[config.mk]
export PLATFORM = sky130hd
export DESIGN_NAME = uart_tx_fifo
export DESIGN_NICKNAME = d
export VERILOG_FILES = /design/src/rtl/uart_tx_fifo.sv
export SDC_FILE = /design/constraint.sdc
export NUM_CORES = 1
export LEC_CHECK = 0
export BUFFER_PORTS_ARGS = -buffer_cell sky130_fd_sc_hd__buf_2
export CORE_ASPECT_RATIO = 1.5
export CORE_MARGIN = 10
export CORE_UTILIZATION = 50
export DETAILED_ROUTE_END_ITERATION = 10
export GPL_TIMING_DRIVEN = 0
export PLACE_DENSITY = 0.7
export SYNTH_ARGS = -nofsm -noshare
export SYNTH_HDL_FRONTEND = slang
export SYNTH_SLANG_ARGS = --single-unit
[constraint.sdc]
create_clock -name clk -period 2.7 [get_ports clk]
set_input_delay 0.135 -clock clk [delete_from_list [all_inputs] [get_ports clk]]
set_output_delay 0.135 -clock clk [all_outputs]
set_load 0.02 [all_outputs]
[src/rtl/uart_tx_fifo.sv]
// Buffered UART transmitter: bus writes queue in a FIFO and are sent as start, data (LSB first),
// optional parity and stop bits, one bit per enable tick. Define UART_TX_PARITY_EN for the parity bit.
module uart_tx_fifo #(
    parameter int DATA_W     = 8,
    parameter int FIFO_DEPTH = 4,
    parameter int STOP_BITS  = 1,
    parameter int PARITY_ODD = 0
) (
    input  logic                          clk,
    input  logic                          rst,
    input  logic                          iocs,
    input  logic                          iorw,
    input  logic [1:0]                    ioaddr,
    input  logic                          enable,
    input  logic [DATA_W-1:0]             data,
    output logic                          out,
    output logic                          tbr,
    output logic                          busy,
    output logic [$clog2(FIFO_DEPTH):0]   fifo_count,
    output logic                          overflow
);

    localparam int AW = $clog2(FIFO_DEPTH);
    localparam int CW = AW + 1;
    localparam int BW = $clog2(DATA_W + 1);
    localparam logic [CW-1:0] FULL_COUNT = CW'(FIFO_DEPTH);
    localparam logic [BW-1:0] LAST_BIT   = BW'(DATA_W);
    localparam logic          STOP_LAST  = (STOP_BITS == 2);

    if (DATA_W < 5 || DATA_W > 9) begin : gBadDataW
        $error("uart_tx_fifo: DATA_W must be 5..9");
    end
    if (FIFO_DEPTH < 2 || (FIFO_DEPTH & (FIFO_DEPTH - 1)) != 0) begin : gBadDepth
        $error("uart_tx_fifo: FIFO_DEPTH must be a power of 2, >= 2");
    end
    if (STOP_BITS != 1 && STOP_BITS != 2) begin : gBadStop
        $error("uart_tx_fifo: STOP_BITS must be 1 or 2");
    end
    if (PARITY_ODD != 0 && PARITY_ODD != 1) begin : gBadParity
        $error("uart_tx_fifo: PARITY_ODD must be 0 or 1");
    end

`ifdef UART_TX_PARITY_EN
    typedef enum logic [2:0] {IDLE, START, DATA, PARITY, STOP} state_t;
`else
    typedef enum logic [2:0] {IDLE, START, DATA, STOP} state_t;
`endif

    logic [DATA_W-1:0] mem_q [FIFO_DEPTH];
    logic [AW-1:0]     wrPtr_q, rdPtr_q;
    logic [CW-1:0]     count_q, count_d;
    logic              tbr_q, overflow_q;
    logic              pushReq, pushOk, clearReq, pop;
    logic [DATA_W-1:0] head;

    state_t            state_q, state_d;
    logic [DATA_W-1:0] shift_q, shift_d;
    logic [BW-1:0]     bitCnt_q, bitCnt_d;
    logic              stopCnt_q, stopCnt_d;
    logic              txd_q, txd_d;
    logic              startFrame;
`ifdef UART_TX_PARITY_EN
    logic              parity_q, parity_d;
`endif

    assign pushReq  = iocs & ~iorw & (ioaddr == 2'b00);
    assign clearReq = iocs & ~iorw & (ioaddr == 2'b01);
    assign pushOk   = pushReq & (count_q != FULL_COUNT);
    assign head     = mem_q[rdPtr_q];
    assign count_d  = count_q + CW'(pushOk) - CW'(pop);

    always_ff @(posedge clk) begin
        if (pushOk) mem_q[wrPtr_q] <= data;
    end

    // A full FIFO refuses the push even when a pop frees a slot on the same edge.
    always_ff @(posedge clk) begin
        if (rst) begin
            wrPtr_q    <= '0;
            rdPtr_q    <= '0;
            count_q    <= '0;
            tbr_q      <= 1'b1;
            overflow_q <= 1'b0;
        end else begin
            if (pushOk) wrPtr_q <= wrPtr_q + AW'(1);
            if (pop)    rdPtr_q <= rdPtr_q + AW'(1);
            count_q <= count_d;
            tbr_q   <= (count_d != FULL_COUNT);
            if (clearReq)
                overflow_q <= 1'b0;
            else if (pushReq && !pushOk)
                overflow_q <= 1'b1;
        end
    end

    always_ff @(posedge clk) begin
        if (rst) begin
            state_q   <= IDLE;
            shift_q   <= '0;
            bitCnt_q  <= '0;
            stopCnt_q <= 1'b0;
            txd_q     <= 1'b1;
`ifdef UART_TX_PARITY_EN
            parity_q  <= 1'b0;
`endif
        end else begin
            state_q   <= state_d;
            shift_q   <= shift_d;
            bitCnt_q  <= bitCnt_d;
            stopCnt_q <= stopCnt_d;
            txd_q     <= txd_d;
`ifdef UART_TX_PARITY_EN
            parity_q  <= parity_d;
`endif
        end
    end

    always_comb begin
        state_d    = state_q;
        shift_d    = shift_q;
        bitCnt_d   = bitCnt_q;
        stopCnt_d  = stopCnt_q;
        txd_d      = txd_q;
        startFrame = 1'b0;
        pop        = 1'b0;
`ifdef UART_TX_PARITY_EN
        parity_d   = parity_q;
`endif
        if (enable) begin
            case (state_q)
                IDLE: begin
                    if (count_q != '0) startFrame = 1'b1;
                end
                START: begin
                    txd_d    = shift_q[0];
                    shift_d  = {1'b0, shift_q[DATA_W-1:1]};
                    bitCnt_d = BW'(1);
                    state_d  = DATA;
                end
                DATA: begin
                    if (bitCnt_q != LAST_BIT) begin
                        txd_d    = shift_q[0];
                        shift_d  = {1'b0, shift_q[DATA_W-1:1]};
                        bitCnt_d = bitCnt_q + BW'(1);
                    end else begin
`ifdef UART_TX_PARITY_EN
                        txd_d   = parity_q;
                        state_d = PARITY;
`else
                        txd_d     = 1'b1;
                        stopCnt_d = 1'b0;
                        state_d   = STOP;
`endif
                    end
                end
`ifdef UART_TX_PARITY_EN
                PARITY: begin
                    txd_d     = 1'b1;
                    stopCnt_d = 1'b0;
                    state_d   = STOP;
                end
`endif
                STOP: begin
                    if (stopCnt_q != STOP_LAST) begin
                        stopCnt_d = 1'b1;
                    end else if (count_q != '0) begin
                        startFrame = 1'b1;
                    end else begin
                        txd_d   = 1'b1;
                        state_d = IDLE;
                    end
                end
                default: begin
                    txd_d   = 1'b1;
                    state_d = IDLE;
                end
            endcase
        end
        // Loading the head entry drives the start bit on the same tick.
        if (startFrame) begin
            pop     = 1'b1;
            shift_d = head;
            txd_d   = 1'b0;
            state_d = START;
`ifdef UART_TX_PARITY_EN
            parity_d = (^head) ^ PARITY_ODD[0];
`endif
        end
    end

    assign out        = txd_q;
    assign tbr        = tbr_q;
    assign busy       = (state_q != IDLE) | (count_q != '0);
    assign fifo_count = count_q;
    assign overflow   = overflow_q;

endmodule
==> results by group, run 1 <==
Global routing
  – Largest net degree at the start of global routing: 12
  – First-pass GRT wire length: 7914 microns
  – Vias in the first global route: 1,685
  – Gr usage total: 0.1187
  – Initial antenna violation count: 0
  – GRT overflow: 0

Clock network
  – Htree depth: 3
  – Clock transition at the registers of the reported paths: 70 ps
  – TritonCTS clock tree: yes
  – Root buffer cell: clkbuf_8
  – CTS Buffer Depth: 2
  – CTS buffer count: 9
  – Skew-Pair Late Insertion Delay: 330 ps
  – Clk sinks: 58

Routing
  – DRT Wirelength: 4521 microns
  – Initial detailed-routing violation count: 64
  – Post-DRT Antenna Nets: 0
  – DRT Pass-1 Iters: 4
  – Via/cell ratio: 5.317
  – Avg WL per Cell: 15.07 microns
  – Vias: 1,595
  – # DRC: 0

Timing
  – Final min period: 2515 ps
  – Finish-stage setup viols: 0
  – Tightest Pin Transition: 617.7 ps
  – Worst setup margin: 184.6 ps
  – Worst rel slew slack: 0.5882
  – Final count of pins violating max slew: 0
  – Setup TNS Final: 0 ps
  – Fin Clk Skew: 5.470 ps
  – RSZ-0062 raised after global routing: no
  – Fmax: 397.6 MHz
  – WHS: 15.26 ps
  – Fin crit share: 0.9316
  – Final-report hold violation count: 0

Power
  – Peak supply drop: 0.6144 mV
  – Pwr per Cell Area: 945.4 nW/um^2
  – Combinational Power Share: 0.303
  – Switching fraction of total power: 0.3188
  – Static Leak: 0.001071 uW
  – Seq pwr share: 0.396
  – Clock power share: 0.301
  – Switching power: 911.4 uW
  – Overall Power: 2859 uW
  – P_int: 1948 uW

Final layout
  – FILL cells: 408
  – Share of layout cells above drive strength 1: 0.2991
  – Syn-to-layout area delta: 17.50%
  – ANT cells: 0
  – Nets: 257

Job
  – Max-cap check violation count: 0

Placed design
  – Routability cong.: 0.7475
  – Final HPWL from detailed placement: 3227 microns
  – I/O Buffers: 21
  – Setup WS pre-CTS: -181.8 ps

Synthesis
  – Ys async rst share: 0
  – Mapped Cells: 196
  – Syn nets: 224
  – Yosys cell types: 47
  – Flops & latches, synth: 58
  – Synth warnings: 0
  – Post-Syn Area: 2574 sq um
  – Top_reg_cell synth: edfxtp_1
  – Register area share after synthesis: 0.5756
  – EDFF count, synth: 32
  – Syn Area/Cell: 13.13 sq um

Critical path
  – Critical R2R Capture: tbr
  – Startpoint types: register
  – Setup CP Type: reg -> reg
  – CP endpoint kind: register
  – Critical path peak fanout: 7
  – Arr. time, crit path: 2740 ps
  – R2r setup slk: 180 ps
  – FF-to-FF Start: state_q[0]
  – R2R cell count: 12
  – Crit path required time: 2920 ps

Floorplan
  – CORE AREA: 4926 sq um
  – Top Ports: 22
  – Die Wd: 78.58 microns
  – Die Span Y: 107.9 microns
  – Row count: 31
  – Die area: 8476 sq um
  – Initial Util: 0.5225

Min path
  – Hold Crit Endpoint: mem_q[2][4]
  – Hold depth: 1
  – Min-delay src: data[4]
  – Min-Delay Path Class: in -> reg

Run status
  – Status: complete, no violations
## sequential cells by signal, summed over array words and instances, names as in the netlist, named ones only
| signal | cells |
|---|---|
| rdPtr_q | 2 |
| mem_q | 32 |
| fifo_count | 3 |
| wrPtr_q | 2 |
| out | 1 |
| overflow | 1 |
| bitCnt_q | 4 |
| shift_q | 8 |
| tbr | 1 |
| state_q | 2 |
## cell families (layout without fill, tap and decap cells)
logic type,Yosys count,in the layout,share of synthesized area
AO/OA/AOI/OAI,35,35,0.1162
flip-flops,58,58,0.5756
XOR/XNOR,5,5,0.01702
adder cells (fa/ha/maj),13,13,0.06611
buffers and inverters,19,57,0.02819
AND/OR/NAND/NOR,57,57,0.1230
multiplexers,9,9,0.07389
## cell type report
cell class / instances / area (sq um) / area share
Timing Repair Buffer: 22 / 115.1 / 0.03806
Tap cell: 66 / 82.58 / 0.02731
Buffer: 4 / 16.27 / 0.005379
Clock buffer: 9 / 123.9 / 0.04096
Inverter: 15 / 56.30 / 0.01862
Multi-Input combinational cell: 119 / 1054 / 0.3484
Sequential cell: 58 / 1483 / 0.4903
Clock inverter: 7 / 93.84 / 0.03103
## metal layers
layer,global-route usage,part of all wire,up-vias
met3,0.02676,0.027,7
met4,0.07326,0.021,0
met5,0,0,-
met1,0.1287,0.43,772
li1,-,-,794
met2,0.2040,0.52,22
## power by group through the flow
stage	sequential, uW	combinational [uW]	clock, uW
after global routing	1150	959	915
after detailed placement	1150	828	0
after floorplan	1170	618	0
after CTS	1130	843	883
after global placement	1150	821	0
final	1130	865	861
## metrics by stage
step / utilization / area [sq um] / std cells
2_1_floorplan: - / 2574 / 196
3_3_place_gp: 0.5606 / 2761 / 283
3_5_place_dp: 0.5606 / 2761 / 283
4_1_cts: 0.6083 / 2997 / 300
5_1_grt: 0.6139 / 3024 / 300
6_report: 0.6139 / 3024 / 300
## synth_stat cells, drive strengths merged, types with 3 or more instances
cell type	n	area, sq um
a2111oi	5	75.07
a21oi	5	25.02
and2	6	38.79
dfxtp	26	520.5
edfxtp	32	960.9
ha	12	150.1
inv	15	56.30
mux4	8	180.2
nand2	9	33.78
nand3	5	30.03
nor2	21	78.83
nor3	4	36.29
nor3b	3	32.53
o21ai	11	58.81
xnor2	3	26.28
## critical path: stages, from the launching register on
cell      delay, ps
dfxtp_1         360
inv_1           120
ha_4            300
nor2b_4         160
nand2_2         140
xnor2_1         180
ha_1            160
inv_1            50
fa_1            370
xor2_1          160
and2_2          210
nor3_2          130
nand3b_1         90
## placed cells by master, fill, tap and decap left out, types with 2 or more instances in the layout
master / instances
xnor2_1: 3
a21oi_1: 5
clkbuf_8: 9
o21ai_0: 8
nand3_1: 4
dfxtp_1: 25
nand3b_1: 2
o21ai_1: 2
mux4_2: 8
bufinv_16: 2
o221a_2: 2
buf_2: 22
xor2_1: 2
a21boi_1: 2
nand2_1: 8
a2111oi_2: 5
edfxtp_1: 32
inv_1: 14
nor3_2: 2
nor2_1: 21
clkinv_2: 2
ha_1: 11
clkinvlp_4: 2
and2_1: 5
a31oi_1: 2
clkbuf_1: 2
## how the worst max path moves through the flow
| stage | startpoint | end | slack (ps) | cells past startpoint |
|---|---|---|---|---|
| 2_1_floorplan | state_q[0] | tbr | 90 | 12 |
| 3_3_place_gp | state_q[0] | tbr | -100 | 12 |
| 3_5_place_dp | state_q[0] | tbr | -180 | 12 |
| 4_1_cts | state_q[0] | tbr | 30 | 12 |
| 5_1_grt | state_q[0] | tbr | 20 | 12 |
| 6_report | state_q[0] | tbr | 180 | 12 |
## what timing repair did
| item | 4_1_cts | 5_1_grt |
|---|---|---|
| setup buffers | 0 | 0 |
| hold buffers | 1 | 0 |
| endpoints found under the hold margin | 1 | 0 |
| endpoints found under the setup margin | 2 | 2 |
| gates resized for setup | 3 | 5 |
No activity file was read; power rests on OpenSTA's default activity.
==> run 2: changes to the inputs <==
--- a/config.mk
+++ b/config.mk
@@ -5,6 +5,7 @@
 export SDC_FILE = /design/constraint.sdc
 export NUM_CORES = 1
 export LEC_CHECK = 0
+export ABC_AREA = 1
 export BUFFER_PORTS_ARGS = -buffer_cell sky130_fd_sc_hd__buf_2
 export CORE_ASPECT_RATIO = 1.5
 export CORE_MARGIN = 10
==> run 2 against run 1 <==
Against the previous run:
- first-iteration DRC count is 110% higher
- global-route usage is 1.1 points higher
- clock-buffer cell count is 4 higher
- cell count is 46% higher
- cell area is 4.7% higher
- setup slack better by 82 ps
- sequential share of layout area is 2.2 points lower
- non-clock buffer count is 2 higher
- synthesized cell count is 68% higher
- utilization is 3.3 points lower
- die area is 7.1% higher
- critical path type unchanged
- critical endpoint unchanged
==> results by group, run 2 <==
Run status
  – Status: complete, no violations

Floorplan
  – Die Wd: 81.19 microns
  – Row count: 33
  – CORE AREA: 5450 sq um
  – Initial Util: 0.5152
  – Top Ports: 22
  – Die area: 9074 sq um
  – Die Span Y: 111.8 microns

Critical path
  – CP peak stage delay: 390 ps
  – Crit-path slowest cell: dfxtp_1
  – CP endpoint kind: register
  – CP delay by family, top: adder cells
  – Startpoint types: register
  – Setup CP Type: reg -> reg
  – Crit path depth: 12
  – WP buf/inv: 3
  – Crit path required time: 2970 ps
  – Arr. time, crit path: 2700 ps
  – R2R cell count: 12
  – CP Cell Sequence: inv_1 -> ha_1 -> nor2_4 -> nand2_4 -> buf_6 -> xor2_1 -> ha_1 -> inv_1 -> fa_1 -> o21ai_0 -> a21oi_1 -> nand3_1
  – Critical path peak fanout: 10

Routing
  – Via/cell ratio: 4.794
  – Post-DRT Antenna Nets: 0
  – Avg WL per Cell: 12.31 microns
  – Initial detailed-routing violation count: 134
  – # DRC: 0
  – Vias: 2,095
  – DRT Wirelength: 5378 microns
  – DRT Pass-1 Iters: 4

Global routing
  – First-pass GRT wire length: 9211 microns
  – GRT overflow: 0
  – Largest net degree at the start of global routing: 11
  – Initial antenna violation count: 0
  – Gr usage total: 0.1302
  – Vias in the first global route: 2,096

Synthesis
  – Portion of netlist area occupied by mux cells: 0
  – Most frequent cell after synthesis: nand2_1
  – Flops & latches, synth: 58
  – Commonest cells in the netlist: nand2_1 (93), inv_1 (50), nor2_1 (40)
  – Top-area cell type share of the netlist area: 0.3422
  – Register area share after synthesis: 0.5276
  – Syn nets: 358
  – Syn Area/Cell: 8.508 sq um
  – Synth Area in Adders: 0.06061
  – Synth area leader: edfxtp_1
  – Mapped Cells: 330
  – Simple-gate share of the synthesized area: 0.2660
  – Compound-Gate Fraction of Synth Area: 0.04590
  – Post-Synth XOR/XNOR Area: 0.003119
  – Ys async rst share: 0
  – Largest family of logic cells by synthesized area: simple AND/OR/NAND/NOR gates
  – EDFF count, synth: 32
  – Yosys cell types: 27
  – Post-Syn Area: 2808 sq um
  – Top cells by area, synth: edfxtp_1 (34%), dfxtp_1 (19%), nand2_1 (12%)
  – Top_reg_cell synth: edfxtp_1
  – Synth warnings: 0

Final layout
  – FILL cells: 496
  – ANT cells: 0
  – Syn-to-layout area delta: 12.75%
  – Post-route cell area: 3166 sq um
  – Most frequent cells in the layout: nand2_1 (93), inv_1 (50), nor2_1 (40), edfxtp_1 (32), dfxtp_1 (26)
  – Largest registers: mem_q (32), shift_q (8), bitCnt_q (4)
  – Reg with most FFs: mem_q
  – Nets: 390
  – Commonest non-fill, non-tap cell in the layout: nand2_1
  – Max FFs per register: 32
  – Share of layout cells above drive strength 1: 0.1444

Clock network
  – CTS buffer count: 9
  – CTS Buffer Depth: 2
  – Htree depth: 3
  – Clk sinks: 58
  – Resize count post-CTS: 0
  – Hold buffers post-CTS: 0
  – Root buffer cell: clkbuf_8
  – TritonCTS clock tree: yes
  – Skew-Pair Late Insertion Delay: 330 ps
  – Post-CTS setup buffer count: 0
  – Clock transition at the registers of the reported paths: 70 ps

Placed design
  – Final HPWL from detailed placement: 3962 microns
  – I/O Buffers: 21
  – Cell Area, Placed: 3000 sq um
  – Routability cong.: 0.7706

Timing
  – Finish-stage setup viols: 0
  – Fin Clk Skew: 8.523 ps
  – Final min period: 2433 ps
  – Tightest Pin Transition: 755.8 ps
  – Fin crit share: 0.9012
  – Setup TNS Final: 0 ps
  – Final-report hold violation count: 0
  – Final count of pins violating max slew: 0
  – RSZ-0062 raised after global routing: no
  – Worst rel slew slack: 0.4943
  – Fmax: 411.0 MHz

Job
  – Max-cap check violation count: 0

Min path
  – Min-Delay Path Class: in -> reg
  – Hold depth: 1

Power
  – Pwr per Cell Area: 935.4 nW/um^2
  – Peak supply drop: 0.6700 mV
  – Static Leak: 0.001428 uW
[run 2: cell count changes in the layout (fill, tap and decap cells not counted), sizes merged, moves of 5 or more]
cell,before,now
nand2,9,98
inv,15,54
nor2,21,43
nand3,5,25
a21oi,5,16
mux4,8,0
and2,6,0
a2111oi,5,0
o21ai,11,6
[run 2: cells by family (layout without fill, tap and decap cells)]
kind of cell	after synthesis	after routing
simple gates	173	173
buf+inv	61	98
flops	58	58
compound gates	24	24
fa+ha+maj	13	13
xor+xnor	1	1
[run 2: layout make-up]
| type | count | area [sq um] | share of cell area |
|---|---|---|---|
| inverter | 54 | 205.2 | 0.06482 |
| sequential | 58 | 1481 | 0.4680 |
| clock inverter | 3 | 16.27 | 0.005138 |
| multi-input combinational | 211 | 1055 | 0.3332 |
| buffer | 7 | 66.31 | 0.02095 |
| tap | 70 | 87.58 | 0.02767 |
| timing repair buffer | 21 | 105.1 | 0.03320 |
| clock buffer | 13 | 148.9 | 0.04704 |
[run 2: final timing paths]
check                  start     endpoint  slack [ps]
setup / recovery  state_q[0]          tbr         270
hold / removal       data[3]  mem_q[2][3]          20
setup reg to reg  state_q[0]          tbr         270
hold reg to reg   rdPtr_q[0]   rdPtr_q[0]         480
[run 2: worst reg2reg max path, delay by kind of cell, from the launching register on]
family	cells	cell delay, ps
and+or+nand+nor	3	340
adders and majority gates	3	910
AOI/OAI and AO/OA	2	250
xor gates and xnor gates	1	170
buffers and inverters	3	310
DFF	1	390
[run 2: stage by stage]
step	util	total power, uW	std cells	setup WS (ps)	hold WS [ps]
finish	0.5808	2961	437	266.7	15.33
detailed placement	0.5505	2322	421	289.9	356.1
global placement	0.5505	2287	421	349.0	349.0
global route	0.5808	3203	437	69.97	4.747
CTS	0.5808	2998	437	255.1	8.971
floorplan	-	2041	330	522.9	201.7
[run 2: routing by layer]
layer  track usage  part of all wire
met5             0                 0
met4       0.06605             0.023
met3       0.04509             0.049
met2        0.2244              0.53
met1        0.1333              0.40
[run 2: power breakdown]
| group | switching [uW] | leakage (uW) | internal (uW) | total [uW] |
|---|---|---|---|---|
| logic | 733 | 0.000846 | 430 | 1160 |
| clock network | 314 | 0.0000811 | 354 | 667 |
| registers | 80.6 | 0.000501 | 1050 | 1130 |
| total | 1130 | 0.00143 | 1830 | 2960 |
